**config.mk**
```make
export PLATFORM = sky130hd
export DESIGN_NAME = vx_wb_arbiter_flat
export DESIGN_NICKNAME = d
export VERILOG_FILES = /design/src/rtl/vx_wb_arbiter_if.sv /design/src/rtl/vx_wb_arbiter.sv /design/src/flat_wrapper.sv
export SDC_FILE = /design/constraint.sdc
export NUM_CORES = 1
export LEC_CHECK = 0
export CAP_MARGIN = 10
export CORE_AREA = 2 2 209 211
export DETAILED_ROUTE_END_ITERATION = 6
export DIE_AREA = 0 0 211 213
export DONT_BUFFER_PORTS = 1
export PLACE_DENSITY_LB_ADDON = 0.15
export SETUP_SLACK_MARGIN = 0.2
export SLEW_MARGIN = 0
export SYNTH_ARGS = -nofsm -noshare
export SYNTH_HDL_FRONTEND = slang
export SYNTH_SLANG_ARGS = --single-unit
```
**constraint.sdc**
```tcl
create_clock -name clk -period 2 [get_ports clk]
set_clock_uncertainty 0.2 [all_clocks]
set_input_delay 0.4 -clock clk [delete_from_list [all_inputs] [get_ports clk]]
set_output_delay 0.4 -clock clk [all_outputs]
set_load 0.02 [all_outputs]
```
**src/rtl/vx_wb_arbiter_if.sv**
```systemverilog
// ---------------------------------------------------------------------------
// vx_wb_arbiter_if
// Bundle that connects the two writeback producers (ALU, LSU response), the
// downstream freeze, and the writeback-register inputs to vx_wb_arbiter.
//
//   alu_* / mem_*  producer request: valid, result (NT*32), rd, wb, PC_next,
//                  thread_mask, warp_num; ready is returned by the arbiter
//   wb_stall       downstream freeze
//   out_*          held output entry: valid mask, result, rd, wb, PC_next,
//                  warp_num, src (0 = ALU, 1 = MEM)
//
// Modport slave is the arbiter's view; modport master is the view of the
// surrounding core (producers plus writeback register).
// ---------------------------------------------------------------------------
interface vx_wb_arbiter_if #(
    parameter int NT = 4,
    parameter int NW = 8
);
    localparam int WW = $clog2(NW);

    logic                alu_valid;
    logic                alu_ready;
    logic [NT*32-1:0]    alu_result;
    logic [4:0]          alu_rd;
    logic [1:0]          alu_wb;
    logic [31:0]         alu_PC_next;
    logic [NT-1:0]       alu_thread_mask;
    logic [WW-1:0]       alu_warp_num;

    logic                mem_valid;
    logic                mem_ready;
    logic [NT*32-1:0]    mem_result;
    logic [4:0]          mem_rd;
    logic [1:0]          mem_wb;
    logic [31:0]         mem_PC_next;
    logic [NT-1:0]       mem_thread_mask;
    logic [WW-1:0]       mem_warp_num;

    logic                wb_stall;

    logic [NT-1:0]       out_valid;
    logic [NT*32-1:0]    out_result;
    logic [4:0]          out_rd;
    logic [1:0]          out_wb;
    logic [31:0]         out_PC_next;
    logic [WW-1:0]       out_warp_num;
    logic                out_src;

    modport slave (
        input  alu_valid, alu_result, alu_rd, alu_wb, alu_PC_next,
               alu_thread_mask, alu_warp_num,
        input  mem_valid, mem_result, mem_rd, mem_wb, mem_PC_next,
               mem_thread_mask, mem_warp_num,
        input  wb_stall,
        output alu_ready, mem_ready,
        output out_valid, out_result, out_rd, out_wb, out_PC_next,
               out_warp_num, out_src
    );

    modport master (
        output alu_valid, alu_result, alu_rd, alu_wb, alu_PC_next,
               alu_thread_mask, alu_warp_num,
        output mem_valid, mem_result, mem_rd, mem_wb, mem_PC_next,
               mem_thread_mask, mem_warp_num,
        output wb_stall,
        input  alu_ready, mem_ready,
        input  out_valid, out_result, out_rd, out_wb, out_PC_next,
               out_warp_num, out_src
    );
endinterface

```
**src/rtl/vx_wb_arbiter.sv**
```systemverilog
// ---------------------------------------------------------------------------
// vx_wb_arbiter
// Shares the writeback pipeline register between the ALU result path and the
// LSU response path. One producer is granted per cycle; MEM has priority, but
// after STARVE_LIMIT consecutive ALU losses the ALU is forced through. The
// winner is held in a one-entry output stage that freezes on wb_stall.
//
//   clk      core clock
//   reset_n  synchronous active-low reset
//   bus      vx_wb_arbiter_if.slave: producer requests/readies, wb_stall,
//            and the out_* entry feeding the writeback register
// ---------------------------------------------------------------------------
module vx_wb_arbiter #(
    parameter int NT           = 4,
    parameter int NW           = 8,
    parameter int STARVE_LIMIT = 4
) (
    input  logic              clk,
    input  logic              reset_n,
    vx_wb_arbiter_if.slave    bus
);
    localparam int         WW    = $clog2(NW);
    localparam logic [3:0] LIMIT = 4'(STARVE_LIMIT);

    typedef struct packed {
        logic [NT*32-1:0] result;
        logic [4:0]       rd;
        logic [1:0]       wb;
        logic [31:0]      pc_next;
        logic [NT-1:0]    valid;
        logic [WW-1:0]    warp_num;
        logic             src;
    } entry_t;

    logic        full_q,       full_d;
    logic [3:0]  starve_cnt_q, starve_cnt_d;
    entry_t      entry_q,      entry_d;

    logic        accept;
    logic        grant_alu;
    logic        grant_mem;

    // NOTE: every signal written here gets a default first, so no path leaves
    // a value unassigned and no latch is inferred.
    always_comb begin
        full_d       = full_q;
        starve_cnt_d = starve_cnt_q;
        entry_d      = entry_q;

        // The stage can take a new entry when empty or when the held one is
        // being consumed this cycle (pass-through, no bubble).
        accept    = !full_q || !bus.wb_stall;
        grant_alu = bus.alu_valid && (!bus.mem_valid || (starve_cnt_q == LIMIT));
        grant_mem = bus.mem_valid && !grant_alu;

        if (accept) begin
            if (grant_alu) begin
                full_d           = 1'b1;
                entry_d.result   = bus.alu_result;
                entry_d.rd       = bus.alu_rd;
                entry_d.wb       = bus.alu_wb;
                entry_d.pc_next  = bus.alu_PC_next;
                entry_d.valid    = bus.alu_thread_mask;
                entry_d.warp_num = bus.alu_warp_num;
                entry_d.src      = 1'b0;
            end else if (grant_mem) begin
                full_d           = 1'b1;
                entry_d.result   = bus.mem_result;
                entry_d.rd       = bus.mem_rd;
                entry_d.wb       = bus.mem_wb;
                entry_d.pc_next  = bus.mem_PC_next;
                entry_d.valid    = bus.mem_thread_mask;
                entry_d.warp_num = bus.mem_warp_num;
                entry_d.src      = 1'b1;
            end else begin
                // Drain: only the qualifiers are cleared; payload holds.
                full_d        = 1'b0;
                entry_d.valid = '0;
                entry_d.wb    = '0;
            end

            // Counts consecutive cycles the ALU was waiting and MEM won.
            if (grant_alu || !bus.alu_valid) begin
                starve_cnt_d = 4'd0;
            end else if (grant_mem && (starve_cnt_q < LIMIT)) begin
                starve_cnt_d = starve_cnt_q + 4'd1;
            end
        end
    end

    // NOTE: state registers use non-blocking assignments so every flop samples
    // the pre-edge values of the others.
    always_ff @(posedge clk) begin
        if (!reset_n) begin
            full_q       <= 1'b0;
            starve_cnt_q <= 4'd0;
            // NOTE: the payload is reset too, not just the qualifiers, because
            // the out_* data ports are architecturally zero after reset.
            entry_q      <= '0;
        end else begin
            full_q       <= full_d;
            starve_cnt_q <= starve_cnt_d;
            entry_q      <= entry_d;
        end
    end

    // Readies are suppressed during reset so nothing pending is taken.
    assign bus.alu_ready    = reset_n && accept && grant_alu;
    assign bus.mem_ready    = reset_n && accept && grant_mem;

    assign bus.out_valid    = entry_q.valid;
    assign bus.out_result   = entry_q.result;
    assign bus.out_rd       = entry_q.rd;
    assign bus.out_wb       = entry_q.wb;
    assign bus.out_PC_next  = entry_q.pc_next;
    assign bus.out_warp_num = entry_q.warp_num;
    assign bus.out_src      = entry_q.src;
endmodule

```
**src/flat_wrapper.sv**
```systemverilog
// flat-port wrapper written by rule: the top's interface ports become plain ports
module vx_wb_arbiter_flat 
#(
    parameter int NT           = 4,
    parameter int NW           = 8,
    parameter int STARVE_LIMIT = 4
)
  (clk, reset_n, bus_alu_valid, bus_alu_result, bus_alu_rd, bus_alu_wb, bus_alu_PC_next, bus_alu_thread_mask, bus_alu_warp_num, bus_mem_valid, bus_mem_result, bus_mem_rd, bus_mem_wb, bus_mem_PC_next, bus_mem_thread_mask, bus_mem_warp_num, bus_wb_stall, bus_alu_ready, bus_mem_ready, bus_out_valid, bus_out_result, bus_out_rd, bus_out_wb, bus_out_PC_next, bus_out_warp_num, bus_out_src);
  vx_wb_arbiter_if #(.NT(NT), .NW(NW)) bus_i ();
  input  logic clk;
  input  logic reset_n;
  input wire logic [$bits(bus_i.alu_valid)-1:0] bus_alu_valid;
  input wire logic [$bits(bus_i.alu_result)-1:0] bus_alu_result;
  input wire logic [$bits(bus_i.alu_rd)-1:0] bus_alu_rd;
  input wire logic [$bits(bus_i.alu_wb)-1:0] bus_alu_wb;
  input wire logic [$bits(bus_i.alu_PC_next)-1:0] bus_alu_PC_next;
  input wire logic [$bits(bus_i.alu_thread_mask)-1:0] bus_alu_thread_mask;
  input wire logic [$bits(bus_i.alu_warp_num)-1:0] bus_alu_warp_num;
  input wire logic [$bits(bus_i.mem_valid)-1:0] bus_mem_valid;
  input wire logic [$bits(bus_i.mem_result)-1:0] bus_mem_result;
  input wire logic [$bits(bus_i.mem_rd)-1:0] bus_mem_rd;
  input wire logic [$bits(bus_i.mem_wb)-1:0] bus_mem_wb;
  input wire logic [$bits(bus_i.mem_PC_next)-1:0] bus_mem_PC_next;
  input wire logic [$bits(bus_i.mem_thread_mask)-1:0] bus_mem_thread_mask;
  input wire logic [$bits(bus_i.mem_warp_num)-1:0] bus_mem_warp_num;
  input wire logic [$bits(bus_i.wb_stall)-1:0] bus_wb_stall;
  output wire logic [$bits(bus_i.alu_ready)-1:0] bus_alu_ready;
  output wire logic [$bits(bus_i.mem_ready)-1:0] bus_mem_ready;
  output wire logic [$bits(bus_i.out_valid)-1:0] bus_out_valid;
  output wire logic [$bits(bus_i.out_result)-1:0] bus_out_result;
  output wire logic [$bits(bus_i.out_rd)-1:0] bus_out_rd;
  output wire logic [$bits(bus_i.out_wb)-1:0] bus_out_wb;
  output wire logic [$bits(bus_i.out_PC_next)-1:0] bus_out_PC_next;
  output wire logic [$bits(bus_i.out_warp_num)-1:0] bus_out_warp_num;
  output wire logic [$bits(bus_i.out_src)-1:0] bus_out_src;
  assign bus_i.alu_valid = bus_alu_valid;
  assign bus_i.alu_result = bus_alu_result;
  assign bus_i.alu_rd = bus_alu_rd;
  assign bus_i.alu_wb = bus_alu_wb;
  assign bus_i.alu_PC_next = bus_alu_PC_next;
  assign bus_i.alu_thread_mask = bus_alu_thread_mask;
  assign bus_i.alu_warp_num = bus_alu_warp_num;
  assign bus_i.mem_valid = bus_mem_valid;
  assign bus_i.mem_result = bus_mem_result;
  assign bus_i.mem_rd = bus_mem_rd;
  assign bus_i.mem_wb = bus_mem_wb;
  assign bus_i.mem_PC_next = bus_mem_PC_next;
  assign bus_i.mem_thread_mask = bus_mem_thread_mask;
  assign bus_i.mem_warp_num = bus_mem_warp_num;
  assign bus_i.wb_stall = bus_wb_stall;
  assign bus_alu_ready = bus_i.alu_ready;
  assign bus_mem_ready = bus_i.mem_ready;
  assign bus_out_valid = bus_i.out_valid;
  assign bus_out_result = bus_i.out_result;
  assign bus_out_rd = bus_i.out_rd;
  assign bus_out_wb = bus_i.out_wb;
  assign bus_out_PC_next = bus_i.out_PC_next;
  assign bus_out_warp_num = bus_i.out_warp_num;
  assign bus_out_src = bus_i.out_src;
  vx_wb_arbiter #(.NT(NT), .NW(NW), .STARVE_LIMIT(STARVE_LIMIT)) u_core (.clk(clk), .reset_n(reset_n), .bus(bus_i));
endmodule
```
Word-level counts from Yosys, hierarchy flattened. Index checks and enable logic that the tools add are counted.

Bits in registers: 180. Output and inout port bits: 177. Word-level logic and storage cells: 40.

Add/sub/neg operators: 1. Order comparisons: 1. Eq/ne operators: 1. Multiplexer cells: 10. Reductions and logical operators: 18.

Operator list (count): two-way mux 175 bit (1); two-way mux 133 bit (1); two-way mux 32 bit (1); two-way mux 4 bit (4); logical AND 1 bit (6); zero test 1 bit (5); adder 4 x 1 -> 4 bit, second input constant (1); equality test 4 x 3 -> 1 bit, second input constant (1); less-than comparator 4 x 3 -> 1 bit, second input constant (1); AND reduction 2 bit (2); nonzero test 2 bit (2); logical OR 1 bit (3); two-way mux 1 bit (2); two-way mux 2 bit (1).

Logic depth before layout (Yosys ltp). Gate-level depths: netlist (run 1).

Depth in word-level cells: 8. Depth in mapped cells: 7. Gate-level depth less buffers: 5.

Worst setup path after synthesis (run 1). OpenSTA, ideal clock, no wires.

Kind: register to output. Start: register u_core.starve_cnt_q[0]. End: output port bus_mem_ready. Arrival time: 1.308 ns. Required time: 1.400 ns. Setup slack: 0.092 ns. Stages on the path, launching flop included: 7. Cells stage by stage: dfxtp_1 -> inv_1 -> ha_1 -> nand4b_1 -> buf_2 -> nand2_1 -> nor2_1.

Word-level cells in the longest chain between the ends: 6.

Ends and longest elaborated chain: from (decl) (RTL line vx_wb_arbiter.sv:36) `logic [3:0] starve_cnt_q, starve_cnt_d;`; from (signal assigned) (RTL line vx_wb_arbiter.sv:102) `starve_cnt_q <= starve_cnt_d;`; equality test 4 x 3 -> 1 bit (RTL line vx_wb_arbiter.sv:53) `grant_alu = bus.alu_valid && (!bus.mem_valid || (starve_cnt_q == LIMIT));`; logical OR 1 bit (RTL line vx_wb_arbiter.sv:53); logical AND 1 bit (RTL line vx_wb_arbiter.sv:53); zero test 1 bit (RTL line vx_wb_arbiter.sv:54) `grant_mem = bus.mem_valid && !grant_alu;`; logical AND 1 bit (RTL line vx_wb_arbiter.sv:54); logical AND 1 bit (RTL line vx_wb_arbiter.sv:109) `assign bus.mem_ready = reset_n && accept && grant_mem;`; to (decl) (RTL line flat_wrapper.sv:28) `output wire logic [$bits(bus_i.mem_ready)-1:0] bus_mem_ready;`.

No other way between the ends.

Worst setup path after layout (run 1).
Start: register u_core.starve_cnt_q[1]. End: register u_core.entry_q, in the netlist u_core.bus.out_result[32].

Word-level cells in the longest chain between the ends: 7.

Ends and longest elaborated chain: equality test 4 x 3 -> 1 bit * (RTL line vx_wb_arbiter.sv:53); logical OR 1 bit * (RTL line vx_wb_arbiter.sv:53); logical AND 1 bit * (RTL line vx_wb_arbiter.sv:53); zero test 1 bit (RTL line vx_wb_arbiter.sv:54); logical AND 1 bit (RTL line vx_wb_arbiter.sv:54); nonzero test 2 bit (no source line); AND reduction 2 bit (no source line); to (signal assigned) (RTL line vx_wb_arbiter.sv:103) `entry_q <= entry_d;`; to (decl) (RTL line vx_wb_arbiter.sv:37) `entry_t entry_q, entry_d;`.

Mark *: on every way between the ends. The rest lies on a longest branch, timed or not. A chain may end at the register's enable or synchronous reset.

==> results of run 1 <==
[layout make-up]
type / count / share of cell area, %
clock buffers: 21 / 3.39
flip-flops and latches: 180 / 26.0
well taps: 546 / 4.92
diodes: 3 / 0.0541
multi-input cells: 723 / 32.9
inverters: 2 / 0.0541
repair buffers: 381 / 31.4
clock inverters: 11 / 1.24
[worst min-delay path by stage]
stage | start | endpoint | cells after the start
after floorplan | u_core.starve_cnt_q[1] | u_core.starve_cnt_q[1] | 2
after global placement | u_core.starve_cnt_q[1] | u_core.starve_cnt_q[1] | 2
after detailed placement | u_core.starve_cnt_q[1] | u_core.starve_cnt_q[1] | 2
after CTS | reset_n | u_core.bus.out_PC_next[29] | 2
after global routing | reset_n | u_core.bus.out_PC_next[12] | 2
final | reset_n | u_core.bus.out_PC_next[28] | 2
[what timing repair did]
action	4_1_cts	5_1_grt
gates resized for setup	163	43
setup buffers	16	8
hold buffers	254	23
pin swaps	146	45
gates cloned	13	1
endpoints found under the setup margin	104	177
endpoints found under the hold margin	180	179
[sequential cells by signal, indices dropped and copies added, names as in the netlist]
name                     count
u_core.bus.out_result      128
u_core.bus.out_warp_num      3
u_core.bus.out_valid         4
u_core.bus.out_wb            2
u_core.bus.out_rd            5
u_core.bus.out_src           1
u_core.full_q                1
u_core.starve_cnt_q          4
u_core.bus.out_PC_next      32
[cell families (layout without fill, tap and decap cells)]
kind of cell             Yosys count  after routing  synth area share [%]
AND/OR/NAND/NOR                  189            189                  11.9
flip-flops                       180            180                  44.2
buffers and inverters            137            415                  7.78
multiplexers                       1              1                 0.123
XOR/XNOR                           1              1                 0.107
AO/OA/AOI/OAI                    530            530                  35.6
other                              0              3                     0
adder cells (fa/ha/maj)            2              2                 0.307
[cells in the mapped netlist, drive strengths merged]
| master | count | area, um2 |
|---|---|---|
| a21boi | 1 | 7.51 |
| clkbuf | 73 | 294 |
| inv | 2 | 7.51 |
| and3b | 1 | 8.76 |
| a2bb2oi | 1 | 26.3 |
| mux2i | 1 | 10.0 |
| and3 | 1 | 6.26 |
| dfxtp | 180 | 3600 |
| a211oi | 1 | 7.51 |
| nor3b | 3 | 22.5 |
| a31oi | 174 | 1090 |
| o21ai | 349 | 1750 |
| and2b | 1 | 7.51 |
| buf | 62 | 333 |
| xnor2 | 1 | 8.76 |
| nor2 | 2 | 7.51 |
| a21oi | 3 | 15.0 |
| nand3b | 1 | 7.51 |
| and4b | 1 | 13.8 |
| nand2b | 1 | 6.26 |
| nand3 | 175 | 876 |
| a32oi | 1 | 8.76 |
| ha | 2 | 25.0 |
| nand2 | 2 | 7.51 |
| nand4b | 1 | 8.76 |
[per-stage QoR]
step,worst slack [ns],cells,TNS [ns]
5_1_grt,-0.306,1867,-17.68
6_report,-0.210,1867,-9.94
4_1_cts,-0.246,1832,-8.69
2_1_floorplan,0.186,1040,0
3_5_place_dp,0.0685,1517,0
3_3_place_gp,0.0497,1517,0
[worst max-delay path: stages (launching register included)]
cell and delay, ns:
dfxtp_2 0.33, inv_2 0.07, ha_4 0.13, nand4b_1 0.12, buf_4 0.16, buf_6 0.10, buf_6 0.10, buf_6 0.10
buf_6 0.11, buf_12 0.14, buf_16 0.15, buf_12 0.14, buf_16 0.12, nand3_2 0.05, a31oi_1 0.07
[power groups by stage]
stage	clock network [uW]	registers, uW	logic [uW]
after global placement	0	4690	954
final	3830	4590	1540
after floorplan	0	4540	744
after CTS	3980	4600	1460
after detailed placement	0	4670	963
after global routing	4110	4630	1690
[per-layer routing]
layer	vias to the layer above	track usage [%]	wire [um]
li1	4486	-	-
met1	4497	18.3	15000
met2	507	28.9	19800
met3	59	6.56	3930
met4	0	8.45	1400
met5	-	0	0
==> flow_summary_export.csv, run 1 <==
group,metric,value,unit
sta,min_period,2.21,ns
routing,avgViaCountPerCell,5.11,
sta,setup_viol,90,
sta,rsz0062_at_grt,"yes",
worst_setup_path,r2r_cells,14,
die,start_util,19.1,%
grt,grt-ovfl-total,0,
routing,routed_wirelength,40200,um
cts,h-tree-depth,4,
routing,drtPass1Iterations,5,
logic_synthesis,syn_avg_cell_area,7.84,um2
place,placed_area,9040,um2
final_layout,drive_gt1_share,19.2,%
final_layout,regArea,3610,um2
pwr,power_density,718,nW/um2
sta,fmax,453,MHz
cts,cts_tree,"yes",
worst_setup_path,path_max_fanout,7,
cts,clock_latency,0.49,ns
logic_synthesis,syn_inst,1040,
logic_synthesis,yosysSeqAreaShare,44.2,%
die,design.die.area,44900,um2
cts,cts_made_buffers,17,
pwr,power,9970,uW
cts,clock-sinks,180,
sta,finalHoldViolCount,62,
routing,wire_per_inst,21.5,um
pwr,comb_power_share,15.5,%
worst_setup_path,path_class,"reg2reg",
worst_setup_path,cp.required,2.17,ns
logic_synthesis,yosys_warnings,0,
grt,grt_pass1_wl,57200,um
pwr,power.share.clock,38.4,%
cts,cts_root_buf,"clkbuf_16",
final_layout,fin_util,32.5,%
pwr,p_leak,0.00524,uW
outcome,violations,"hold timing, setup timing",
die,io_pins,530,
job,cap_viol_max_count,0,
worst_setup_path,arrival,2.38,ns
die,rows,76,
routing,drcViolationCount,0,
final_layout,multi_input_area,4570,um2
logic_synthesis,yosys.cell_types.count,30,
cts,clk_pin_slew,0.07,ns
logic_synthesis,syn_nets,1395,
grt,grt_pass1_vias,9463,
pwr,p_seq_share,46.1,%
place,port_buffers,0,
pwr,p_sw_share,30.4,%
routing,drt_iter0_markers,805,
place,hpwl,25000,um
place,place_congestion,0.738,
sta,period_share,110,%
final_layout,mostFrequentLayoutCell,"dlygate4sd3_1",
worst_setup_path,r2r_start,"u_core.starve_cnt_q[1]",
pwr,ir_drop,0.489,mV
die,core,42700,um2
grt,grt_usage,16.9,%
die,fp.dieW,211,um
final_layout,area_growth,70.1,%
sta,tightest_slew,0.536,ns
worst_setup_path,r2r_slack,-0.21,ns
final_layout,final_cell_mix,"dlygate4sd3_1, o21ai_0, dfxtp_1",
pwr,internal_power,6940,uW
logic_synthesis,ys_ff_latch,180,
worst_hold_path,hold_class,"in2reg",
cts,clk_path_buf_depth,2,
routing,antenna_left,0,
die,die_h,213,um
grt,antenna_found_initial,3,
sta,whs,-0.141,ns
logic_synthesis,netlist_area,8150,um2
worst_setup_path,startpoint_type,"flop",
grt,grt_max_degree,183,
final_layout,final_cell_area,13900,um2
outcome,status,"finished with violations",
sta,drv_slew,0,
final_layout,fillers,4399,
worst_setup_path,cp-end-kind,"flop",
worst_setup_path,endpoint,"u_core.bus.out_result[32]",
sta,slew_headroom,64.3,%
routing,routed-via-count,9549,
pwr,switchingPower,3030,uW
worst_setup_path,crit_path_start,"u_core.starve_cnt_q[1]",
final_layout,nets,1660,
worst_setup_path,rr_endpoint,"u_core.bus.out_result[32]",
sta,fin_ws,-0.210,ns
Power figures use the tool's default switching activity.
==> run 2, diff against run 1 <==
--- a/config.mk
+++ b/config.mk
@@ -6,9 +6,9 @@
 export NUM_CORES = 1
 export LEC_CHECK = 0
 export CAP_MARGIN = 10
-export CORE_AREA = 2 2 209 211
+export CORE_AREA = 4 4 205 207
 export DETAILED_ROUTE_END_ITERATION = 6
-export DIE_AREA = 0 0 211 213
+export DIE_AREA = 0 0 209 211
 export DONT_BUFFER_PORTS = 1
 export PLACE_DENSITY_LB_ADDON = 0.15
 export SETUP_SLACK_MARGIN = 0.2
==> constraint.sdc (replaced) <==
create_clock -name clk -period 2.15 [get_ports clk]
set_clock_uncertainty 0.2 [all_clocks]
set_input_delay 0.43 -clock clk [delete_from_list [all_inputs] [get_ports clk]]
set_output_delay 0.43 -clock clk [all_outputs]
set_load 0.02 [all_outputs]
==> run 2 against run 1 <==
Compared with the run above:
- the flow now stops in clock tree synthesis (4_1_cts)
- area after synthesis unchanged
- synthesized cell count unchanged
==> flow_summary_export.csv, run 2 <==
group,metric,value,unit
logic_synthesis,netlist_top_cells_count,"o21ai_0, dfxtp_1, nand3_1",
outcome,error_line,"[ERROR RSZ-0060] Max buffer count reached.",
logic_synthesis,netlist.area_leader.share,44.2,%
place,place_congestion,0.813,
outcome,status,"stopped before the end",
logic_synthesis,yosysSeqAreaShare,44.2,%
die,die_h,211,um
logic_synthesis,yosys.cell_types.count,30,
logic_synthesis,yosys_warnings,0,
logic_synthesis,synthTopCellsByArea,"dfxtp_1, o21ai_0, a31oi_1",
place,hpwl,24900,um
logic_synthesis,syn_avg_cell_area,7.84,um2
die,io_pins,530,
logic_synthesis,async_reset_ff_share,0,%
logic_synthesis,syn_nets,1395,
logic_synthesis,synth_top_area_cell,"dfxtp_1",
outcome,haltStage,"clock tree synthesis (4_1_cts)",
logic_synthesis,ys_ff_latch,180,
cts,clk_path_buf_depth,2,
logic_synthesis,syn_inst,1040,
die,start_util,20.2,%
cts,cts_root_buf,"clkbuf_16",
place,dp_slack,0.172,ns
cts,cts_hold_buf,307,
cts,ctsResizeCount,135,
cts,cts_made_buffers,17,
cts,clock-sinks,180,
cts,h-tree-depth,4,
logic_synthesis,synth_most_common_cell,"o21ai_0",
logic_synthesis,synth-edff-count,0,
die,fp.dieW,209,um
place,placed_cells_incl_taps,1476,
logic_synthesis,netlist_area,8150,um2
place,port_buffers,0,
cts,cts_setup_buffers,12,
die,rows,74,
logic_synthesis,ys.flop_type,"dfxtp_1",
[run 2: through the flow]
| stage | hold slack [ns] | utilization (%) | cell area [um2] |
|---|---|---|---|
| after floorplan | 0.320 | - | 8150 |
| after global placement | 0.347 | 21.6 | 8730 |
| after detailed placement | 0.353 | 21.6 | 8730 |
[run 2: kinds of logic after synthesis]
| kind of cell | share of synthesized area, % |
|---|---|
| flops | 44.2 |
| buf+inv | 7.78 |
| compound gates | 35.6 |
| fa+ha+maj | 0.307 |
| mux | 0.123 |
| simple gates | 11.9 |
| xor+xnor | 0.107 |
==> run 3, diff against run 2 <==
--- a/config.mk
+++ b/config.mk
@@ -6,12 +6,11 @@
 export NUM_CORES = 1
 export LEC_CHECK = 0
 export CAP_MARGIN = 10
-export CORE_AREA = 4 4 205 207
+export CORE_AREA = 4 4 203 205
 export DETAILED_ROUTE_END_ITERATION = 6
-export DIE_AREA = 0 0 209 211
+export DIE_AREA = 0 0 207 209
 export DONT_BUFFER_PORTS = 1
 export PLACE_DENSITY_LB_ADDON = 0.15
-export SETUP_SLACK_MARGIN = 0.2
 export SLEW_MARGIN = 0
 export SYNTH_ARGS = -nofsm -noshare
 export SYNTH_HDL_FRONTEND = slang
==> run 3 against run 2 <==
Compared with the run above:
- the flow again stops in clock tree synthesis (4_1_cts)
- area after synthesis stayed put
- synthesized cell count did not move
==> flow_summary_export.csv, run 3 <==
group,metric,value,unit
outcome,status,"stopped before the end",
outcome,haltStage,"clock tree synthesis (4_1_cts)",
outcome,error_line,"[ERROR RSZ-0060] Max buffer count reached.",
cts,cts_root_buf,"clkbuf_16",
logic_synthesis,yosys.cell_types.count,30,
cts,h-tree-depth,4,
logic_synthesis,synthTopCellsByArea,"dfxtp_1, o21ai_0, a31oi_1",
place,port_buffers,0,
cts,cts_made_buffers,17,
place,hpwl,25200,um
logic_synthesis,ys_ff_latch,180,
logic_synthesis,yosysSeqAreaShare,44.2,%
cts,clk_path_buf_depth,2,
cts,cts_hold_buf,303,
die,start_util,20.7,%
logic_synthesis,netlist_top_cells_count,"o21ai_0, dfxtp_1, nand3_1",
place,place_congestion,0.813,
logic_synthesis,ys.flop_type,"dfxtp_1",
logic_synthesis,synth-edff-count,0,
logic_synthesis,async_reset_ff_share,0,%
logic_synthesis,synth_top_area_cell,"dfxtp_1",
die,io_pins,530,
logic_synthesis,syn_nets,1395,
cts,cts_setup_buffers,8,
cts,ctsResizeCount,8,
logic_synthesis,syn_inst,1040,
die,rows,73,
die,fp.dieW,207,um
logic_synthesis,yosys_warnings,0,
logic_synthesis,synth_most_common_cell,"o21ai_0",
logic_synthesis,syn_avg_cell_area,7.84,um2
die,die_h,209,um
place,placed_cells_incl_taps,1469,
logic_synthesis,netlist.area_leader.share,44.2,%
logic_synthesis,netlist_area,8150,um2
cts,clock-sinks,180,
[run 3: cell families after synthesis]
logic type | share of synthesized area [%]
fa+ha+maj | 0.307
xor+xnor | 0.107
mux | 0.123
compound gates | 35.6
simple gates | 11.9
buf+inv | 7.78
flops | 44.2
[run 3: stage by stage]
| step | setup WS (ns) | hold WS, ns | area [um2] |
|---|---|---|---|
| 2_1_floorplan | 0.212 | 0.320 | 8150 |
| 3_3_place_gp | 0.181 | 0.353 | 8700 |
| 3_5_place_dp | 0.181 | 0.348 | 8700 |
